`config.mk`:
```
export PLATFORM = sky130hd
export DESIGN_NAME = tetris_cmd_scheduler
export DESIGN_NICKNAME = d
export VERILOG_FILES = /design/src/rtl/tetris_cmd_pkg.sv /design/src/rtl/tetris_cmd_scheduler_key_autorepeat.sv /design/src/rtl/tetris_cmd_scheduler.sv
export SDC_FILE = /design/constraint.sdc
export NUM_CORES = 1
export LEC_CHECK = 0
export CAP_MARGIN = 20
export CORE_ASPECT_RATIO = 1.5
export CORE_UTILIZATION = 30
export DETAILED_ROUTE_END_ITERATION = 10
export PLACE_DENSITY_LB_ADDON = 0.3
export SETUP_SLACK_MARGIN = 0.05
export SYNTH_ARGS = -nofsm -noshare
export SYNTH_HDL_FRONTEND = slang
export SYNTH_HIERARCHICAL = 1
export SYNTH_SLANG_ARGS = --single-unit
```
`constraint.sdc`:
```
create_clock -name clk -period 19.75 [get_ports clk]
set_input_delay 1.975 -clock clk [delete_from_list [all_inputs] [get_ports clk]]
set_output_delay 1.975 -clock clk [all_outputs]
set_load 0.02 [all_outputs]
```
`src/rtl/tetris_cmd_pkg.sv`:
```
// Shared encodings and default timing for the
// falling-block command scheduler.
package tetris_cmd_pkg;

  typedef enum logic [2:0] {
    CMD_NONE   = 3'd0,
    CMD_LEFT   = 3'd1,
    CMD_RIGHT  = 3'd2,
    CMD_ROTATE = 3'd3,
    CMD_DOWN   = 3'd4
  } cmd_e;

  typedef enum logic {
    RUN  = 1'b0,
    FAIL = 1'b1
  } state_e;

  localparam int unsigned DEF_GRAV_PERIOD = 50000000;
  localparam int unsigned DEF_GRAV_STEP   = 3000000;
  localparam int unsigned DEF_GRAV_MIN    = 5000000;
  localparam int unsigned DEF_SOFT_PERIOD = 5000000;
  localparam int unsigned DEF_DAS_DELAY   = 20000000;
  localparam int unsigned DEF_DAS_REPEAT  = 5000000;
  localparam int unsigned DEF_CNT_W       = 32;

endpackage

```
`src/rtl/tetris_cmd_scheduler_key_autorepeat.sv`:
```
// Edge detect plus delayed auto-repeat for one
// held direction key.
module key_autorepeat
  import tetris_cmd_pkg::*;
#(
  parameter int unsigned CNT_W      = DEF_CNT_W,
  parameter int unsigned DAS_DELAY  = DEF_DAS_DELAY,
  parameter int unsigned DAS_REPEAT = DEF_DAS_REPEAT
) (
  input  logic clk,
  input  logic rst,
  input  logic key,
  input  logic inhibit,
  input  logic freeze,
  output logic evt
);

  typedef logic [CNT_W-1:0] cnt_t;

  logic prev_q;
  logic prev_d;
  cnt_t cnt_q;
  cnt_t cnt_d;

  // First press fires at once; a held key re-fires
  // after the delay and then at the repeat pace.
  always_comb begin
    prev_d = prev_q;
    cnt_d  = cnt_q;
    evt    = 1'b0;
    if (!freeze) begin
      prev_d = key;
      if (inhibit || !key) begin
        cnt_d = '0;
      end else if (!prev_q) begin
        evt   = 1'b1;
        cnt_d = cnt_t'(1);
      end else if (cnt_q >= cnt_t'(DAS_DELAY)) begin
        evt   = 1'b1;
        cnt_d = cnt_t'(DAS_DELAY - DAS_REPEAT + 1);
      end else begin
        cnt_d = cnt_q + cnt_t'(1);
      end
    end
  end

  // Key history and hold timer
  always_ff @(posedge clk or posedge rst) begin
    if (rst) begin
      prev_q <= 1'b0;
      cnt_q  <= '0;
    end else begin
      prev_q <= prev_d;
      cnt_q  <= cnt_d;
    end
  end

endmodule

```
`src/rtl/tetris_cmd_scheduler.sv`:
```
// Merges key levels and gravity into one stream
// of prioritised single-cycle move commands.
module tetris_cmd_scheduler
  import tetris_cmd_pkg::*;
#(
  parameter int unsigned GRAV_PERIOD = DEF_GRAV_PERIOD,
  parameter int unsigned GRAV_STEP   = DEF_GRAV_STEP,
  parameter int unsigned GRAV_MIN    = DEF_GRAV_MIN,
  parameter int unsigned SOFT_PERIOD = DEF_SOFT_PERIOD,
  parameter int unsigned DAS_DELAY   = DEF_DAS_DELAY,
  parameter int unsigned DAS_REPEAT  = DEF_DAS_REPEAT,
  parameter int unsigned CNT_W       = DEF_CNT_W
) (
  input  logic       clk,
  input  logic       rst,
  input  logic       key_left,
  input  logic       key_right,
  input  logic       key_up,
  input  logic       key_down,
  input  logic [6:0] score,
  input  logic       fail,
  output logic [2:0] cmd,
  output logic       cmd_valid,
  input  logic       cmd_ready,
  output logic [3:0] level
);

  localparam int unsigned XW = CNT_W + 5;

  typedef logic [CNT_W-1:0] cnt_t;
  typedef logic [XW-1:0]    wide_t;

  state_e     state_q;
  state_e     state_d;
  logic [3:0] level_q;
  logic [3:0] level_d;
  cnt_t       grav_q;
  cnt_t       grav_d;

  logic left_q;
  logic left_d;
  logic right_q;
  logic right_d;
  logic up_q;
  logic up_d;
  logic up_prev_q;
  logic up_prev_d;

  logic pend_down_q;
  logic pend_down_d;
  logic pend_rot_q;
  logic pend_rot_d;
  logic pend_left_q;
  logic pend_left_d;
  logic pend_right_q;
  logic pend_right_d;

  cmd_e cmd_q;
  cmd_e cmd_d;
  logic cmd_valid_q;
  logic cmd_valid_d;

  logic  freeze;
  logic  inhibit;
  logic  load;
  logic  ev_left;
  logic  ev_right;
  logic  ev_rot;
  logic  ev_down;
  logic  take_down;
  logic  take_rot;
  logic  take_left;
  logic  take_right;
  wide_t dec;
  cnt_t  eff_period;
  logic  score_unused;

  assign score_unused = ^score[2:0];

  assign freeze  = (state_q == FAIL) || fail;
  assign inhibit = left_q && right_q;
  assign load    = !cmd_valid_q || cmd_ready;
  assign ev_rot  = up_q && !up_prev_q && !freeze;

  assign cmd       = cmd_q;
  assign cmd_valid = cmd_valid_q;
  assign level     = level_q;

  key_autorepeat #(
    .CNT_W      (CNT_W),
    .DAS_DELAY  (DAS_DELAY),
    .DAS_REPEAT (DAS_REPEAT)
  ) u_rep_left (
    .clk     (clk),
    .rst     (rst),
    .key     (left_q),
    .inhibit (inhibit),
    .freeze  (freeze),
    .evt     (ev_left)
  );

  key_autorepeat #(
    .CNT_W      (CNT_W),
    .DAS_DELAY  (DAS_DELAY),
    .DAS_REPEAT (DAS_REPEAT)
  ) u_rep_right (
    .clk     (clk),
    .rst     (rst),
    .key     (right_q),
    .inhibit (inhibit),
    .freeze  (freeze),
    .evt     (ev_right)
  );

  // Gravity period: soft drop, else level-scaled
  // with a floor; the wide product cannot wrap.
  always_comb begin
    dec = wide_t'(level_q) * wide_t'(GRAV_STEP);
    if (key_down) begin
      eff_period = cnt_t'(SOFT_PERIOD);
    end else if (dec + wide_t'(GRAV_MIN)
                 >= wide_t'(GRAV_PERIOD)) begin
      eff_period = cnt_t'(GRAV_MIN);
    end else begin
      eff_period = cnt_t'(wide_t'(GRAV_PERIOD) - dec);
    end
  end

  // Gravity tick; >= lets a shrunken period fire
  // on the very next cycle.
  always_comb begin
    ev_down = !freeze
           && (grav_q >= eff_period - cnt_t'(1));
    grav_d  = grav_q;
    if (!freeze) begin
      grav_d = ev_down ? '0 : grav_q + cnt_t'(1);
    end
  end

  // Slot refill with fixed priority, flag merging
  // and game-over freeze.
  always_comb begin
    cmd_d       = cmd_q;
    cmd_valid_d = cmd_valid_q;
    take_down   = 1'b0;
    take_rot    = 1'b0;
    take_left   = 1'b0;
    take_right  = 1'b0;
    if (freeze) begin
      cmd_d       = CMD_NONE;
      cmd_valid_d = 1'b0;
    end else if (load) begin
      cmd_valid_d = 1'b1;
      if (pend_down_q) begin
        cmd_d     = CMD_DOWN;
        take_down = 1'b1;
      end else if (pend_rot_q) begin
        cmd_d    = CMD_ROTATE;
        take_rot = 1'b1;
      end else if (pend_left_q) begin
        cmd_d     = CMD_LEFT;
        take_left = 1'b1;
      end else if (pend_right_q) begin
        cmd_d      = CMD_RIGHT;
        take_right = 1'b1;
      end else begin
        cmd_d       = CMD_NONE;
        cmd_valid_d = 1'b0;
      end
    end
  end

  // Pending flags, key samples, level and state
  always_comb begin
    left_d    = key_left;
    right_d   = key_right;
    up_d      = key_up;
    up_prev_d = up_q;
    level_d   = score[6:3];
    state_d   = state_q;
    if (state_q == RUN && fail) begin
      state_d = FAIL;
    end
    if (freeze) begin
      up_prev_d    = up_prev_q;
      pend_down_d  = 1'b0;
      pend_rot_d   = 1'b0;
      pend_left_d  = 1'b0;
      pend_right_d = 1'b0;
    end else begin
      pend_down_d  = (pend_down_q && !take_down)
                  || ev_down;
      pend_rot_d   = (pend_rot_q && !take_rot)
                  || ev_rot;
      pend_left_d  = (pend_left_q && !take_left)
                  || ev_left;
      pend_right_d = (pend_right_q && !take_right)
                  || ev_right;
    end
  end

  // All scheduler state, registered together
  always_ff @(posedge clk or posedge rst) begin
    if (rst) begin
      state_q      <= RUN;
      level_q      <= '0;
      grav_q       <= '0;
      left_q       <= 1'b0;
      right_q      <= 1'b0;
      up_q         <= 1'b0;
      up_prev_q    <= 1'b0;
      pend_down_q  <= 1'b0;
      pend_rot_q   <= 1'b0;
      pend_left_q  <= 1'b0;
      pend_right_q <= 1'b0;
      cmd_q        <= CMD_NONE;
      cmd_valid_q  <= 1'b0;
    end else begin
      state_q      <= state_d;
      level_q      <= level_d;
      grav_q       <= grav_d;
      left_q       <= left_d;
      right_q      <= right_d;
      up_q         <= up_d;
      up_prev_q    <= up_prev_d;
      pend_down_q  <= pend_down_d;
      pend_rot_q   <= pend_rot_d;
      pend_left_q  <= pend_left_d;
      pend_right_q <= pend_right_d;
      cmd_q        <= cmd_d;
      cmd_valid_q  <= cmd_valid_d;
    end
  end

endmodule

```
==> results by group <==
Finish
  • Fraction of layout cells with a size suffix above 1: 7.62%
  • Layout Nets: 1,184
  • FF/Latch Area: 2880 µm²
  • Ant diodes: 0
  • P&R area growth vs syn: 11.8%
  • Final Non-Filler Cells: 1,516
  • Filler cells: roughly 3,200
  • Multi-input gate area: between 6000 and 7000 µm²

Placement
  • RePlAce Congestion: ~0.82
  • DP HPWL: roughly 17,000 µm
  • PortBufs: 19
  • Placed insts: 1,484

Yosys
  • Yosys top cell area share: 30.9%
  • Top-count cell post-synth: dfrtp_1
  • Synth async-reset ratio: 100%
  • Synth cell types: 88
  • Syn_area_per_cell: 8.42 µm²
  • Seq/Total Area, Yosys: 30.9%
  • Most area-consuming cells after synthesis: dfrtp_1, ha_1, nor2_1
  • Post-Syn Nets: 1,184
  • Flops & latches, synth: 115
  • Post-synth top cells: dfrtp_1, nor2_1, nand2_1
  • Mapped Cells: 1,104
  • Post-synth top area cell: dfrtp_1
  • Dominant synthesized flop cell: dfrtp_1
  • Post-synth EDFFs: 0
  • Synth warn: 6
  • Synth Cell Area: 9300 µm²

Timing
  • Crit path time final: 10.37 ns
  • Setup_tns: 0 ns
  • Achievable Freq: 96.4 MHz
  • Skew final: 0.0120 ns
  • Max-slew headroom: between 30 and 40%
  • Worst slew pin tran: 1.01 ns
  • RSZ-0062 raised after global routing: no
  • Final-report setup violation count: 0
  • Final Cycle Share: 52.5%
  • Slew Viols, Final: 0
  • Final hold violations: 0

Run
  • Max-capacitance violation count: 0

Critical path
  • Arr. time, crit path: 10.72 ns
  • CP most frequent cell: a21o_1
  • Critical path launch point type: register
  • Crit path buffers/inverters: 1
  • Crit path kind: reg -> reg
  • Critical Path RT: approximately 20 ns
  • Critical path's slowest cell: a211oi_1
  • Crit end category: register
  • Delay-heaviest family, CP: compound AO/OA/AOI/OAI gates
  • Critical path fanouts, max: 26
  • Largest stage delay, worst path: between 0.7 and 0.8 ns

Detailed routing
  • Final WL: 23,000 µm
  • DRT Pass-1 Iters: 5
  • Antenna Nets Post-Route: 0
  • Vias per inst: between 5 and 6
  • DRC viols: 0
  • WL per Instance: 15.2 µm
  • Vias: 8,170
  • Iteration-0 DRC Markers: 351

Clock tree
  • CTS Root Cell: clkbuf_16
  • Hold buffer count at CTS: 0
  • Post-CTS resize count: 0
  • Htree depth: 4
  • CTS tree: done
  • CTS Sinks: 115
  • Clock transition at path regs: 0.06 ns
  • Clk Latency, worst-skew pair: around 0.42 ns
  • Num CTS Buffers: 17
  • Setup bufs post-CTS: 0
  • Longest Clk Path Bufs: 2

GRT
  • Initial antenna violation count: 0
  • First-pass GRT wire length: 39,300 µm
  • Vias in the first global route: 8,079
  • Largest net degree at the start of global routing: 44
  • Gr usage total: between 10% and 20%
  • Gr ovfl total: 0

Floorplan
  • Die ar.: around 32,000 µm²
  • Die Span Y: about 220 µm
  • Initial Utilization: 30.6%
  • I/O pin total: 23
  • Core area: 30,400 µm²
  • Die Width: ~150 µm
  • FP Rows: 78

Power
  • PD cells: roughly 80 nW/µm²
  • Leakage: around 4.3 nW
  • Peak VDD IR: 0.0481 mV

Status
  • Status: complete, no violations

Worst hold path
  • Hold Path Class: reg -> reg
[worst min-delay path: stages, from the launching register on]
cell and delay, ns:
dfrtp_1 0.33, nand2_1 0.05, nand2_1 0.06
[final timing paths]
kind | cells past startpoint | end | from | slack [ns]
worst max-delay path | 33 | grav_q[23] | level[1] | 9.38
worst min-delay path | 2 | up_prev_q | up_prev_q | 0.48
worst max register to register | 33 | grav_q[23] | level[1] | 9.38
worst min register to register | 2 | up_prev_q | up_prev_q | 0.48
max in group asynchronous | 3 | grav_q[30] | rst | 17.10
min in group asynchronous | 2 | cmd[0] | rst | 1.83
[registers in the layout (all words and copies together) (netlist names)]
register	cells
grav_q	32
u_rep_right/prev_q	1
state_q	1
u_rep_left/cnt_q	32
cmd	3
level	4
up_prev_q	1
pend_left_q	1
pend_rot_q	1
u_rep_right/cnt_q	32
pend_right_q	1
left_q	1
cmd_valid	1
u_rep_left/prev_q	1
right_q	1
up_q	1
pend_down_q	1
[through the flow]
stage	setup WS, ns	total power, mW	area, µm²	hold slack [ns]	utilization (%)
5_1_grt	8.41	0.883	10400	0.510	34.2
4_1_cts	9.29	0.838	10400	0.484	34.2
3_3_place_gp	9.35	0.531	9820	0.457	32.4
2_1_floorplan	11.36	0.476	9300	0.437	-
3_5_place_dp	9.36	0.536	9820	0.470	32.4
6_report	9.38	0.830	10400	0.480	34.2
[where the power goes]
part           internal (mW)  total [mW]  switching (mW)
Clock                  0.187       0.298           0.111
Sequential             0.239       0.242         0.00378
Combinational          0.116       0.290           0.175
[layout by cell type (no fill, tap or decap), drive strengths merged, types with 31 or more instances in the layout]
cell   synthesis  final
o21ai         76     76
nand4         31     31
dfrtp        115    115
ha            61     61
nand2         99     99
a21oi         55     55
xnor2         42     42
nor3          58     58
nand3         53     53
nor2         103    103
[cells by family after synthesis]
logic type                 count (synthesis)  share of synthesized area (%)
AOI/OAI and AO/OA                        271                           20.4
xor gates and xnor gates                  64                           6.18
adders and majority gates                 65                           9.07
buffers and inverters                     79                           3.83
DFF                                      115                           30.9
muxes                                      7                          0.821
and+or+nand+nor                          503                           28.8
[metal layers]
| layer | global-route usage [%] | up-vias | wire length (µm) | share of wire (%) |
|---|---|---|---|---|
| li1 | - | 4050 | - | - |
| met1 | 16.9 | 3980 | 9800 | 43 |
| met2 | 28.5 | 111 | 12100 | 53 |
| met3 | 1.95 | 29 | 506 | 2.2 |
| met4 | 5.79 | 0 | 601 | 2.6 |
| met5 | 0 | - | 0 | 0 |
[final cells by class]
cell class,count,share of cell area (%)
inverters,30,1.08
flip-flops and latches,115,27.7
well taps,400,4.82
repair buffers,30,2.66
multi-input cells,910,58.4
clock inverters,10,1.06
clock buffers,21,4.33
No activity file was read; power rests on OpenSTA's default activity.
